===== src/rtl/ids_pkg.sv =====
// Shared constants and width helpers for the multi-channel debounced LED gate.
package ids_pkg;

    localparam logic MODE_LEVEL  = 1'b0;
    localparam logic MODE_TOGGLE = 1'b1;

    // Bits needed to hold counts 0..n-1 (at least one bit).
    function automatic int unsigned cnt_w(input int unsigned n);
        return (n < 2) ? 1 : $clog2(n);
    endfunction

endpackage


===== src/rtl/ids_debounce.sv =====
// Two-flop synchroniser followed by a stable-count debouncer for one switch bit.
module ids_debounce
    import ids_pkg::*;
#(
    parameter int unsigned DB_CYC = 16
) (
    input  logic clk,
    input  logic rst_n,
    input  logic in,
    output logic out
);

    localparam int unsigned KW = cnt_w(DB_CYC);

    logic          sync1_q, sync2_q;
    logic          s_q, s_d;
    logic [KW-1:0] k_q, k_d;

    always_ff @(posedge clk) begin
        if (!rst_n) begin
            sync1_q <= 1'b0;
            sync2_q <= 1'b0;
            s_q     <= 1'b0;
            k_q     <= '0;
        end else begin
            sync1_q <= in;
            sync2_q <= sync1_q;
            s_q     <= s_d;
            k_q     <= k_d;
        end
    end

    // Any cycle where the synced input matches the stable value restarts the count.
    always_comb begin
        s_d = s_q;
        k_d = '0;
        if (sync2_q != s_q) begin
            if (k_q == KW'(DB_CYC - 1)) begin
                s_d = sync2_q;
            end else begin
                k_d = k_q + KW'(1);
            end
        end
    end

    assign out = s_q;

endmodule


===== src/rtl/ids_led_gate.sv =====
// Multi-channel debounced switch-to-LED gate with level/toggle modes and lit count.
// Optional blinking of toggle-mode LEDs is enabled by defining IDS_LED_GATE_BLINK_EN.
module ids_led_gate
    import ids_pkg::*;
#(
    parameter int unsigned CH        = 4,
    parameter int unsigned DB_CYC    = 16,
    parameter int unsigned BLINK_DIV = 24
) (
    input  logic                   clk,
    input  logic                   rst_n,
    input  logic [CH-1:0]          c,
    input  logic [CH-1:0]          d,
    input  logic                   mode,
    input  logic                   clr,
    output logic [CH-1:0]          led_,
    output logic [$clog2(CH+1)-1:0] active_cnt
);

    localparam int unsigned CW = $clog2(CH + 1);

    logic [CH-1:0] cs, ds, g;
    logic [CH-1:0] g_q;
    logic [CH-1:0] lat_q, lat_d;
    logic [CH-1:0] lit, led_d, led_q;
    logic [CW-1:0] cnt_d, cnt_q;

    for (genvar i = 0; i < CH; i++) begin : g_ch
        ids_debounce #(
            .DB_CYC (DB_CYC)
        ) u_db_c (
            .clk   (clk),
            .rst_n (rst_n),
            .in    (c[i]),
            .out   (cs[i])
        );

        ids_debounce #(
            .DB_CYC (DB_CYC)
        ) u_db_d (
            .clk   (clk),
            .rst_n (rst_n),
            .in    (d[i]),
            .out   (ds[i])
        );
    end

    assign g = ~cs & ds;

`ifdef IDS_LED_GATE_BLINK_EN
    logic [BLINK_DIV-1:0] presc_q;

    always_ff @(posedge clk) begin
        if (!rst_n) begin
            presc_q <= '0;
        end else begin
            presc_q <= presc_q + BLINK_DIV'(1);
        end
    end
`else
    // No prescaler in this build; BLINK_DIV is only referenced here.
    if (BLINK_DIV == 0) begin : g_no_blink
    end
`endif

    // Latches track gate edges in both modes; clear wins over a same-cycle edge.
    always_comb begin
        lat_d = lat_q ^ (g & ~g_q);
        if (clr) begin
            lat_d = '0;
        end
    end

    always_comb begin
        lit   = (mode == MODE_TOGGLE) ? lat_d : g;
        led_d = lit;
`ifdef IDS_LED_GATE_BLINK_EN
        if (mode == MODE_TOGGLE) begin
            led_d = lat_d & {CH{presc_q[BLINK_DIV-1]}};
        end
`endif
    end

    always_comb begin
        cnt_d = '0;
        for (int i = 0; i < CH; i++) begin
            cnt_d = cnt_d + CW'(lit[i]);
        end
    end

    always_ff @(posedge clk) begin
        if (!rst_n) begin
            g_q   <= '0;
            lat_q <= '0;
            led_q <= '0;
            cnt_q <= '0;
        end else begin
            g_q   <= g;
            lat_q <= lat_d;
            led_q <= led_d;
            cnt_q <= cnt_d;
        end
    end

    assign led_       = led_q;
    assign active_cnt = cnt_q;

endmodule


===== config.mk =====
export PLATFORM = sky130hd
export DESIGN_NAME = ids_led_gate
export DESIGN_NICKNAME = d
export VERILOG_FILES = /design/src/rtl/ids_pkg.sv /design/src/rtl/ids_debounce.sv /design/src/rtl/ids_led_gate.sv
export SDC_FILE = /design/constraint.sdc
export NUM_CORES = 1
export LEC_CHECK = 0
export BUFFER_PORTS_ARGS = -buffer_cell sky130_fd_sc_hd__buf_2
export CAP_MARGIN = 10
export CORE_MARGIN = 5
export CORE_UTILIZATION = 50
export CTS_BUF_LIST = sky130_fd_sc_hd__clkbuf_8 sky130_fd_sc_hd__clkbuf_16
export DETAILED_ROUTE_END_ITERATION = 10
export GPL_ROUTABILITY_DRIVEN = 0
export PLACE_DENSITY = 0.68
export SLEW_MARGIN = 25
export SYNTH_ARGS = -nofsm -noshare
export SYNTH_HDL_FRONTEND = slang
export SYNTH_SLANG_ARGS = --single-unit

===== constraint.sdc =====
create_clock -name clk -period 5.1 [get_ports clk]
set_input_delay 0.765 -clock clk [delete_from_list [all_inputs] [get_ports clk]]
set_output_delay 0.765 -clock clk [all_outputs]
set_load 0.005 [all_outputs]

## Word level (Yosys, flattened, before mapping)

Index checks and enable logic that the tools add are counted.

| storage, ports and cells | value |
|---|---|
| register bits after elaboration | 71 |
| bits of input ports | 12 |

| operators by class | value |
|---|---|
| add/sub/neg operators | 11 |
| equality and inequality tests | 16 |
| mux-type cells | 2 |
| bitwise operators | 14 |
| reductions and logical operators | 16 |

Operator list:

| operator | count |
|---|---|
| adder 4 x 1 -> 4 bit (second input constant) | 8 |
| == test 4 bit (second input constant) | 8 |
| OR reduction 3 bit | 8 |
| AND reduction 2 bit | 8 |
| inverter 1 bit | 9 |
| bitwise AND 4 bit | 2 |
| two-way mux 4 bit | 2 |
| != test 1 bit | 8 |
| inverter 4 bit | 2 |
| XOR 4 bit | 1 |
| adder 2 x 1 -> 3 bit | 1 |
| adder 3 x 1 -> 3 bit | 1 |
| adder 1 x 1 -> 2 bit | 1 |

## Logic depth before layout (Yosys ltp)

| logic depth | value |
|---|---|
| depth after elaboration | 9 |
| depth in mapped cells | 9 |
| gate-level depth less buffers | 8 |

## Hierarchy

From an unflattened synthesis, not the netlist that was laid out.

| second synthesis, totals | value |
|---|---|
| cell total of the unflattened synthesis | 256 |
| area total of the unflattened synthesis | 2633.8 um^2 |

By module, submodules not included:

| module | instances | cells an instance | area an instance (um^2) | sequential area each (um^2) |
|---|---|---|---|---|
| ids_debounce | 8 | 23 | 245.2 | 140.1 |
| ids_led_gate | 1 | 72 | 671.9 | 300.3 |

## Least setup slack after synthesis

Ideal clock, no wire load.

| timing | value |
|---|---|
| kind | input -> register |
| start point | in mode |
| end point | reg cnt_q[1], in the netlist active_cnt[1] |
| setup time | 115 ps |
| data arrival time | 2442 ps |
| path slack | 2543 ps |
| stages | 9 |
| buffers on the path | 1 |
| path through | clkbuf_1 nand2_1 nor3_1 nor3_1 fa_1 inv_1 ha_1 ha_1 and2_1 |

| between the ends | value |
|---|---|
| word-level cells in the longest chain between the ends | 4 |

RTL lines:

| element | line | text |
|---|---|---|
| start: declaration | ids_led_gate.sv:14 | `input logic mode,` |
| two-way mux 4 bit (*) | ids_led_gate.sv:75 | `lit = (mode == MODE_TOGGLE) ? lat_d : g;` |
| adder 1 x 1 -> 2 bit | ids_led_gate.sv:87 | `cnt_d = cnt_d + CW'(lit[i]);` |
| adder 2 x 1 -> 3 bit | ids_led_gate.sv:87 |  |
| adder 3 x 1 -> 3 bit (*) | ids_led_gate.sv:87 |  |
| via cnt_d[1] | ids_led_gate.sv:26 | `logic [CW-1:0] cnt_d, cnt_q;` |
| end signal: assignment | ids_led_gate.sv:101 | `cnt_q <= cnt_d;` |
| end: declaration | ids_led_gate.sv:26 |  |

Mark *: on every way through the listed nets, which the timed path passes. The rest lies on a longest branch.
A chain may end at the register's enable or synchronous reset.

## Worst setup path after layout

| timing | value |
|---|---|
| start point | in clr |
| end point | reg cnt_q[1], in the netlist active_cnt[1] |

| between the ends | value |
|---|---|
| word-level cells in the longest chain between the ends | 5 |

RTL lines:

| element | line | text |
|---|---|---|
| start: declaration | ids_led_gate.sv:15 | `input logic clr,` |
| two-way mux 4 bit (*) | ids_led_gate.sv:69 | `if (clr) begin` |
| two-way mux 4 bit (*) | ids_led_gate.sv:75 |  |
| adder 1 x 1 -> 2 bit | ids_led_gate.sv:87 |  |
| adder 2 x 1 -> 3 bit | ids_led_gate.sv:87 |  |
| adder 3 x 1 -> 3 bit (*) | ids_led_gate.sv:87 |  |
| via cnt_d[1] | ids_led_gate.sv:26 |  |

Marks and branches as above.

==> reports/results.md <==
## Timing
* **number of hold violations in the final report** 0
* **count of final setup violators** 0
* **clock tree skew after final layout** 0.0102 ns
* **RSZ-0062 raised after global routing** false
* **Sum Neg Setup Slack** 0 ns
* **Tmin final** 2.29 ns
* **top achievable clock speed** 437 MHz
* **relative slew slack** 0.610
* **Worst Tran Pin Value** 0.585 ns
* **Tcrit/Tclk final** 0.449
* **final count of pins violating max slew** 0

## Synthesis
* **XOR/XNOR Fraction of Synth Area** 0.0937
* **post-synthesis cell type with the largest combined area** sky130_fd_sc_hd__dfxtp_1
* **Net Count, Synth** 283
* **simple-gate portion of the synthesized area** 0.236
* **post-synthesis share of cell area spent on full adders, half adders and majority gates** 0.0554
* **count of flip-flops with a built-in enable after synthesis** 0
* **share of Yosys cell area claimed by the top area cell type** 0.543
* **number of different library cells in the post-synthesis netlist** 22
* **cell with the most instances after synthesis** sky130_fd_sc_hd__dfxtp_1
* **commonest cells in the synthesized netlist** sky130_fd_sc_hd__dfxtp_1, sky130_fd_sc_hd__nor2_1, sky130_fd_sc_hd__nand3_1, sky130_fd_sc_hd__xor2_1, sky130_fd_sc_hd__and2_1
* **yosys synthesis warning count** 0
* **largest family of logic cells by synthesized area** simple AND/OR/NAND/NOR gates
* **number of storage elements in the synthesis netlist** 71
* **share of async-settable or async-resettable flops after synthesis** 0
* **cell count after synthesis** 260
* **compound-cell area share of the yosys netlist** 0.0139
* **share of cell area taken by muxes after synthesis** 0.0306
* **Mapped Avg Cell Area** 10.1 um^2
* **Post-Syn Area** 0.00262 mm^2
* **sequential element share of the synthesized area** 0.543
* **cell types occupying the most area after synthesis** sky130_fd_sc_hd__dfxtp_1, sky130_fd_sc_hd__xor2_1, sky130_fd_sc_hd__nor2_1
* **most common flop cell mapped by yosys** sky130_fd_sc_hd__dfxtp_1

## Worst setup path
* **largest delay contributor family on the critical path** adder cells
* **WS Path Type** in2reg
* **path length in cells of the critical path** 8
* **Worst EP required** 5.33 ns
* **critical path buffer and inverter count** 2
* **highest cell delay on the worst timing path** 0.54 ns
* **Worst Setup End Kind** flip-flop
* **Slowest cell on crit path** sky130_fd_sc_hd__fa_1
* **maximum fanout along the worst path** 9
* **worst path arrival time** 2.52 ns
* **worst-path cell chain** buf_2, nor4_1, nor3_1, fa_1, inv_1, ha_1, ha_1, and2_1
* **category of the worst setup path launch point** input port
* **Reg2Reg Depth** 8
* **Critical Path Most Common Cell** sky130_fd_sc_hd__ha_1

## Global route
* **pin count of the biggest net entering global routing** 42
* **overflow left after global routing** 0
* **wire length of the first global-routing pass** 6910 um
* **antenna violations before repair** 0
* **vias in the first global route** 1622
* **All-Layer GR Usage** 0.140

## Finish
* **count of placed standard cells in the final layout, fillers left out** 357
* **Area growth, synth to finish** 14.5%
* **Net count, final** 305
* **share of final-layout standard cells stronger than drive strength 1** 0.136
* **number of antenna cells inserted** 0

## CTS
* **TritonCTS sink count** 71
* **Post-CTS Setup Repair Bufs** 0
* **clock-pin slew of the registers on the worst-case setup and hold paths** 0.07 ns
* **root buffer selected by CTS** sky130_fd_sc_hd__clkbuf_8
* **clock tree from TritonCTS** yes
* **maximum level of the CTS H-tree** 3
* **deepest clock path buffer count** 2
* **hold-fix buffers at CTS** 0
* **total clock buffers created by CTS** 9
* **post-CTS resize count** 0
* **clock latency reported for the late side of the worst-skew pair** 0.34 ns

## Floorplan
* **I/O pin cnt** 19
* **starting utilization of the core area** 0.512
* **die width** 82.4 um
* **Total Die Area** 0.00678 mm^2
* **Die Ht** 82.4 um
* **Row Count** 26
* **area of the core** 0.00511 mm^2

## Min path
* **type of the tightest min-delay check** reg2reg
* **Cells on Worst Hold Path** 1

## Drt
* **DRC marker count from the first detailed-route iteration** 61
* **DR WL/cell** 11.2 um
* **via count** 1690
* **ratio of routed vias to standard cells** 4.73
* **antenna violation net count after detailed routing** 0
* **highest metal used** met4
* **final wirelength** 3980 um
* **Post-route DRC** 0
* **M1 WL** 1850 um
* **met2 wirelength from detailed routing** 1850 um
* **Pre-antenna DRT Iters** 4
* **total length of routed met3 wires** 191 um

## Run status
* **result of the run** completed

## Pwr
* **Peak supply drop** 0.274 mV
* **power per standard cell area** 364 mW/mm^2
* **leak pwr** 1.42 nW

## Placement
* **half-perimeter wire length after detailed placement** 2810 um
* **Port-buffer cells** 18
* **number of cells after detailed placement** 341

## Flow run
* **maximum capacitance violations** 0

## final cells by class
class	instances	area (um^2)
Clock buffer	11	151
Tap cell	70	87.6
Multi-Input combinational cell	171	1120
Inverter	11	41.3
Timing Repair Buffer	18	90.1
Fill cell	470	2110
Clock inverter	5	80.1
Sequential cell	71	1420
## routing by layer
layer	vias to the layer above	track usage
li1	899	-
met1	756	0.154
met2	25	0.226
met3	10	0.0564
met4	0	0.0847
met5	-	0
## metrics by stage
| step | area (um^2) | util | hold WS, ns | power [mW] | worst slack, ns |
|---|---|---|---|---|---|
| global route | 3000 | 0.587 | 0.442 | 1.13 | 2.62 |
| detailed placement | 2770 | 0.541 | 0.423 | 0.601 | 2.47 |
| finish | 3000 | 0.587 | 0.437 | 1.09 | 2.81 |
| global placement | 2770 | 0.541 | 0.414 | 0.600 | 2.51 |
| CTS | 3000 | 0.587 | 0.437 | 1.11 | 2.83 |
| floorplan | 2620 | - | 0.412 | 0.593 | 2.54 |
## cell families after synthesis
group                      after synthesis
xor gates and xnor gates                28
adders and majority gates               11
AOI/OAI and AO/OA                        4
buffers and inverters                   18
and+or+nand+nor                        120
DFF                                     71
muxes                                    8
## worst register-to-register path: stages, from the launching register on
cell and delay [ns]:
sky130_fd_sc_hd__dfxtp_1 0.35, sky130_fd_sc_hd__nand2b_1 0.20, sky130_fd_sc_hd__nor4_1 0.27, sky130_fd_sc_hd__nor3_1 0.12, sky130_fd_sc_hd__fa_1 0.54, sky130_fd_sc_hd__inv_1 0.04
sky130_fd_sc_hd__ha_1 0.17, sky130_fd_sc_hd__ha_1 0.26, sky130_fd_sc_hd__and2_1 0.15
## power breakdown
part           switching (mW)  internal, mW  leakage (nW)  total (mW)
Clock                   0.202         0.301         0.112       0.503
Combinational          0.0130       0.00885         0.735      0.0219
Sequential            0.00355         0.562         0.576       0.566
Total                   0.219         0.872          1.42        1.09
## sequential cells by signal, indices dropped and copies added, names as in the netlist
register and cells:
g_ch.u_db_c.k_q 16, g_ch.u_db_d.k_q 16, g_ch.u_db_c.out 4, g_ch.u_db_c.sync1_q 4
g_ch.u_db_c.sync2_q 4, g_ch.u_db_d.out 4, g_ch.u_db_d.sync1_q 4, g_ch.u_db_d.sync2_q 4
g_q 4, lat_q 4, led_ 4, active_cnt 3
## final timing paths
path	start	endpoint	slack, ns
worst max register to register	g_ch[0].u_db_c.out	active_cnt[1]	2.90
worst max-delay path	clr	active_cnt[1]	2.81
worst min register to register	g_ch[3].u_db_d.sync1_q	g_ch[3].u_db_d.sync2_q	0.44
worst min-delay path	g_ch[3].u_db_d.sync1_q	g_ch[3].u_db_d.sync2_q	0.44
## placed cells by master, fill, tap and decap left out, drive strengths merged
cell type,instances
buf,18
and2,19
clkinvlp,2
nor3,7
nor3b,4
xnor2,4
nand2,4
nand2b,4
xor2,24
or2b,1
clkinv,1
nand3,24
nor4,4
fa,1
ha,10
dfxtp,71
o31a,4
bufinv,2
clkbuf,11
inv,11
nor2,44
mux2i,8
and3,8
or3,1
Note: power is estimated with default switching activity, not from simulation.
